`config.mk`:
```
export PLATFORM = sky130hd
export DESIGN_NAME = defuzz_seq
export DESIGN_NICKNAME = d
export VERILOG_FILES = /design/src/rtl/defuzz_seq.sv
export SDC_FILE = /design/constraint.sdc
export NUM_CORES = 1
export LEC_CHECK = 0
export ABC_AREA = 1
export ABC_CLOCK_PERIOD_IN_PS = 3700
export CAP_MARGIN = 20
export CORE_ASPECT_RATIO = 2
export CORE_MARGIN = 4
export CORE_UTILIZATION = 50
export DETAILED_ROUTE_END_ITERATION = 6
export DONT_BUFFER_PORTS = 1
export PLACE_DENSITY = 0.74
export SYNTH_ARGS = -nofsm -noshare
export SYNTH_HDL_FRONTEND = slang
export SYNTH_SLANG_ARGS = --single-unit
```
`constraint.sdc`:
```
create_clock -name clk -period 3.7 [get_ports clk]
set_clock_uncertainty 0.2 [all_clocks]
set_input_delay 0.37 -clock clk [delete_from_list [all_inputs] [get_ports clk]]
set_output_delay 0.37 -clock clk [all_outputs]
set_load 0.02 [all_outputs]
```
`src/rtl/defuzz_seq.sv`:
```
// rtl/defuzz_seq.sv - handshaked centroid defuzzifier, G = S_wg*SCALE/max(S_w,EPS)
module defuzz_seq #(
  parameter int W     = 16,
  parameter int SCALE = 100,
  parameter int OUT_W = 8,
  parameter int EPS   = 1
) (
  input  logic             clk,
  input  logic             rst,
  input  logic             in_valid,
  output logic             in_ready,
  input  logic [W-1:0]     S_w,
  input  logic [W-1:0]     S_wg,
  input  logic             rnd_mode,
  output logic             out_valid,
  input  logic             out_ready,
  output logic [OUT_W-1:0] G_out,
  output logic             eps_flag,
  output logic             sat_flag
);

  localparam int CW = W + OUT_W;
  localparam int IW = (OUT_W > 1) ? $clog2(OUT_W) : 1;
  localparam logic [W-1:0]     EPS_W   = W'(EPS);
  localparam logic [CW-1:0]    SCALE_C = CW'(SCALE);
  localparam logic [OUT_W-1:0] SCALE_G = OUT_W'(SCALE);
  localparam logic [IW-1:0]    I_TOP   = IW'(OUT_W - 1);

  generate
    if ((64'd1 << OUT_W) <= 64'(SCALE)) begin : g_out_w_check
      $error("defuzz_seq: 2**OUT_W must exceed SCALE");
    end
  endgenerate

  typedef enum logic [1:0] {IDLE, CALC, ROUND, DONE} state_t;

  state_t            state, state_nxt;
  logic [W-1:0]      den;
  logic              eps_r;
  logic              rnd_r;
  logic [CW-1:0]     rem;
  logic [OUT_W-1:0]  q;
  logic [IW-1:0]     idx;

  logic [W-1:0]      den_in;
  logic              eps_in;
  logic              sat_in;
  logic [CW-1:0]     den_sh;
  logic              rem_ge;
  logic              round_up;

  always_ff @(posedge clk or posedge rst) begin
    if (rst) state <= IDLE;
    else     state <= state_nxt;
  end

  always_comb begin
    eps_in    = (S_w < EPS_W);
    den_in    = eps_in ? EPS_W : S_w;
    sat_in    = (S_wg >= den_in);
    den_sh    = {{OUT_W{1'b0}}, den} << idx;
    rem_ge    = (rem >= den_sh);
    // remainder is below den here, so doubling it cannot overflow CW+1 bits
    round_up  = !rnd_r && ({rem, 1'b0} >= {{(OUT_W + 1){1'b0}}, den});
    state_nxt = state;
    in_ready  = 1'b0;
    out_valid = 1'b0;
    case (state)
      IDLE: begin
        in_ready = 1'b1;
        if (in_valid) state_nxt = sat_in ? DONE : CALC;
      end
      CALC: begin
        if (idx == '0) state_nxt = ROUND;
      end
      ROUND: state_nxt = DONE;
      DONE: begin
        out_valid = 1'b1;
        if (out_ready) state_nxt = IDLE;
      end
      default: state_nxt = IDLE;
    endcase
  end

  always_ff @(posedge clk or posedge rst) begin
    if (rst) begin
      den      <= '0;
      eps_r    <= 1'b0;
      rnd_r    <= 1'b0;
      rem      <= '0;
      q        <= '0;
      idx      <= '0;
      G_out    <= '0;
      eps_flag <= 1'b0;
      sat_flag <= 1'b0;
    end else begin
      case (state)
        IDLE: begin
          if (in_valid) begin
            den   <= den_in;
            eps_r <= eps_in;
            rnd_r <= rnd_mode;
            q     <= '0;
            idx   <= I_TOP;
            rem   <= {{OUT_W{1'b0}}, S_wg} * SCALE_C;
            // saturation skips the divider and publishes the result immediately
            if (sat_in) begin
              G_out    <= SCALE_G;
              eps_flag <= eps_in;
              sat_flag <= 1'b1;
            end
          end
        end
        CALC: begin
          if (rem_ge) begin
            rem    <= rem - den_sh;
            q[idx] <= 1'b1;
          end
          idx <= idx - 1'b1;
        end
        ROUND: begin
          G_out    <= q + OUT_W'(round_up);
          eps_flag <= eps_r;
          sat_flag <= 1'b0;
        end
        default: begin
        end
      endcase
    end
  end

endmodule

```
* Word-level counts from Yosys, hierarchy flattened
Cells that the tools add are included.
Word-level totals: flip-flop bits (word level) 65, output and inout port bits 12, word-level logic and storage cells 69
Cells by class: muxes and demuxes 27, reductions and logical operators 12, bitwise gates (word level) 1, equality and inequality tests 8, multiply operators 1, add/sub/neg operators 3, shifts and indexed selects 1, order comparisons 6
Operators by type and width (number):
- $mux W24 | 2
- $pmux W24 S2 | 1
- $mux W8 | 4
- $pmux W8 S2 | 2
- $ge A25 B16 Y1 | 1
- $ge A24 B24 Y1 | 1
- $shl A16 B3 Y24 | 1
- $sub A24 B24 Y24 | 1
- $mul A16 B5 Y21 const B | 1
- $ge A16 B16 Y1 | 1
- $lt A16 B1 Y1 const B | 1
- $mux W16 | 1
- $ne A2 B2 Y1 const B | 5
- $reduce_and A3 Y1 | 3
- $add A8 B1 Y8 | 1
- $mux W2 | 4
- $or A8 B8 Y8 | 1
- $pmux W2 S4 | 1
- $mux W1 | 7
- $pmux W3 S2 | 1
- $eq A2 B2 Y1 const B | 2
- $lt A3 B4 Y1 const B | 1
- $pmux W1 S2 | 2
- $reduce_and A2 Y1 | 2
- other kinds (10) | 12

* Depth between registers and ports, before layout
word-level depth 7, depth in mapped cells 22

* Least setup slack after synthesis
Ideal clock, no wire load.
kind reg-to-reg, from reg idx[0], to reg q[1], library setup time 0.065 ns, cell stages (with the launch flop) 20, period minus slack after synthesis 2.973 ns, buffers on the path 3, data required time 3.435 ns, data arrival time 2.708 ns, slack 0.727 ns, cell sequence dfrtp_1 clkbuf_1 clkbuf_1 o21ai_0 o21ai_0 nand2_1 o21ai_0 ha_1 nand2_2 inv_1 a21oi_1 nand2_2 nand2_2 nand3_2 nand2_4 nand2_2 nand2_2 buf_2 nand2_1 nand2_1
Between the ends: longest elaborated chain between the ends 7, elaborated cells on any way between the ends 12, those cells by class order compare (3); eq/ne (1); shift (1); mux (4); bitwise (1); reduce/logical (2)
Ends and longest elaborated chain:
- from (decl) | RTL line 43 | logic [IW-1:0] idx;
- from (signal assigned) | RTL line 119 | idx <= idx - 1'b1;
- branches (longest 7 deep; another with $ge A24 B24 Y1)
- to (signal assigned) | RTL line 91 | q <= '0;
- to (signal assigned) | RTL line 103 | q <= '0;
- to (signal, indexed assignment) | RTL line 117 | q[idx] <= 1'b1;
- to (decl) | RTL line 42 | logic [OUT_W-1:0] q;
Parallel ways; which one is timed is not known. The select of a mux whose other input is x is not followed. A chain may end at the register's enable or synchronous reset.

* Final worst setup path
from reg idx[0], to reg q[2]
Same word-level chain as after synthesis.

==> flow_metrics.py <==
metrics = {
    "status": {
        "status": "finished clean",
    },
    "cts": {
        "clock-sinks": 65,
        "clkLatencyLatePin_ns": 0.35,
        "cts_tree": "done",
        "cts_setup_buffers": 0,
        "cts_buffer_depth": 2,
        "cts_buffers": 9,
        "root_buffer": "clkbuf_16",
        "clkTransAtPathRegs_ns": 0.06,
        "htreeDepth": 3,
    },
    "synthesis": {
        "yosysSeqAreaShare_pct": 20.5,
        "async_reset_ff_share_pct": 100,
        "synth-edff-count": 0,
        "synth.area.top_cells": "dfrtp_1, nand2_1, ha_1, inv_1, o21ai_0",
        "synth_most_common_cell": "nand2_1",
        "yosysWarnings": 0,
        "synth_common_cells": "nand2_1, inv_1, ha_1, o21ai_0, nand3_1",
        "syn-instance-count": 1249,
        "synth_nets": 1413,
        "synth_top_area_share_pct": 20.5,
        "ys.flop_type": "dfrtp_1",
        "yosysTopAreaCell": "dfrtp_1",
        "avgSynthCellArea_um2": 6.34,
        "synth.ff_latch_count": 65,
        "syn_area_um2": 7920,
        "ys_types": 41,
    },
    "layout": {
        "stdcell_count": 1455,
        "num_antenna_cells": 0,
        "multi_input_area_um2": 5350,
        "drive_gt1_share_pct": 4.69,
        "seq_area_um2": 1630,
        "nFillCells": 1580,
        "areaGrowthSynthToFinish_pct": 7.69,
        "nets": 1416,
    },
    "placed_design": {
        "place_inst": 1433,
        "hpwl_um": 20400,
        "io_buffers": 0,
        "place_congestion": 1.02,
    },
    "global_route": {
        "first_global_vias": 7990,
        "grt_max_degree": 53,
        "overflow": 0,
        "grt_usage_pct": 27.5,
        "antenna_found_initial": 0,
        "grt_pass1_wl_um": 38800,
    },
    "die": {
        "core_area_um2": 15500,
        "initial_core_util_pct": 51.3,
        "die_x_um": 97,
        "row_count": 64,
        "pin_count": 49,
        "die_area_um2": 18000,
        "die_h_um": 186,
    },
    "timing": {
        "slew_violations": 0,
        "timing.final.crit_period_ns": 3.49,
        "setup_viol": 0,
        "max_clock_freq_mhz": 287,
        "slew_headroom_pct": 49.8,
        "rsz0062_at_grt": "no",
        "setup_tns_ns": 0,
        "hold_viol": 0,
        "finalCritPeriodShare_pct": 94.3,
        "worst_slew_pin_slew_ns": 0.751,
    },
    "detailed_routing": {
        "drt_wl_total_um": 24500,
        "wl_per_cell_um": 16.8,
        "dr.max_layer_used": "met4",
        "firstDrtPassIters": 5,
        "wl_met3_um": 797,
        "drt_iter0_drc": 367,
        "drc": 0,
        "vias_per_cell": 5.42,
        "route.met2.wl_um": 13300,
        "vias": 7879,
        "ant_nets": 0,
        "drt-met1-wl_um": 8200,
    },
    "setup_path": {
        "r2r_setup_slack_ns": 0.21,
        "cp.required_ns": 3.72,
        "cp_top_family": "simple AND/OR/NAND/NOR gates",
        "cp_common_cell": "nand2_2",
        "path_cells": "buf_4, o21ai_0, mux2i_1, or2_2, ha_1, inv_1, nand2_1, nand3_2, nand2_2, nand2_2, nand3_2, nand2_4, nand2_2, nand2_2, buf_12, nand2_1, o21ai_0",
        "crit_type": "reg2reg",
        "cp_slowest_stage_delay_ns": 0.47,
        "rr_endpoint": "q[2]",
        "critPathBufInv": 3,
        "arrival_ns": 3.51,
        "crit_path_top_delay_cell": "o21ai_0",
        "startpoint_type": "register",
        "end_kind": "register",
        "reg2reg_from": "idx[0]",
        "r2r_cells": 17,
        "worstPathMaxFanout": 35,
    },
    "worst_hold_path": {
        "min_path_cells": 2,
        "hold_end": "den[11]",
        "min_path_type": "in2reg",
        "min_from": "S_w[11]",
    },
    "flow_run": {
        "drv_cap": 0,
    },
}
-- flip-flops by register name (all words and copies together) (netlist names) --
register / cells
idx: 3
eps_flag: 1
rnd_r: 1
eps_r: 1
rem: 24
q: 8
den: 16
G_out: 8
state: 2
sat_flag: 1
-- placed cells by master, fill, tap and decap left out, types with 15 or more instances in the layout --
master and instances:
nor3_1 15, a21oi_1 57, dfrtp_1 65, inv_1 213
nand2_1 431, nand3_1 71, nor2_1 66, ha_1 115
o21ai_0 86
-- cell type report --
type	count	share of cell area, %
clock inverter	7	0.880
sequential	65	19.1
clock buffer	9	2.64
tap	198	2.90
timing repair buffer	20	2.23
inverter	217	9.55
multi-input combinational	939	62.7
-- stage by stage --
stage	util [%]	cell area (µm²)	setup slack, ns	hold WS (ns)
final	55.2	8530	0.210	0.0199
after global routing	55.2	8530	0.0393	0.0384
after detailed placement	52.9	8170	0.315	0.0215
after global placement	52.9	8170	0.356	0.0183
after floorplan	-	7920	0.727	0.249
after CTS	55.2	8530	0.283	0.00864
-- repair_timing --
action,in CTS,in global routing
hold buffers,6,0
gates resized for setup,0,0
endpoints found under the hold margin,18,0
-- logic make-up (layout without fill, tap and decap cells) --
kind of cell	after synthesis	in the layout	share of synthesized area, %
compound gates	162	162	10.9
xor+xnor	11	11	1.22
fa+ha+maj	127	127	21.2
buf+inv	245	253	11.9
flops	65	65	20.5
mux	5	5	0.632
simple gates	634	634	33.6
-- worst max-delay path by stage --
stage,start,endpoint,cells after the start
CTS,idx[0],q[2],17
detailed placement,idx[0],q[2],17
floorplan,idx[0],q[1],19
global placement,idx[0],q[2],17
finish,idx[0],q[2],17
global route,idx[0],q[2],17
-- metal layers --
| metal | track usage (%) | vias to the layer above |
|---|---|---|
| met3 | 3.68 | 102 |
| met5 | 0 | - |
| met4 | 23.1 | 0 |
| li1 | - | 3967 |
| met2 | 52.6 | 203 |
| met1 | 25.3 | 3607 |
Power is left out: the tool's default activity adds up to more than one toggle a clock period on the data nets, which glitch-free logic cannot reach.
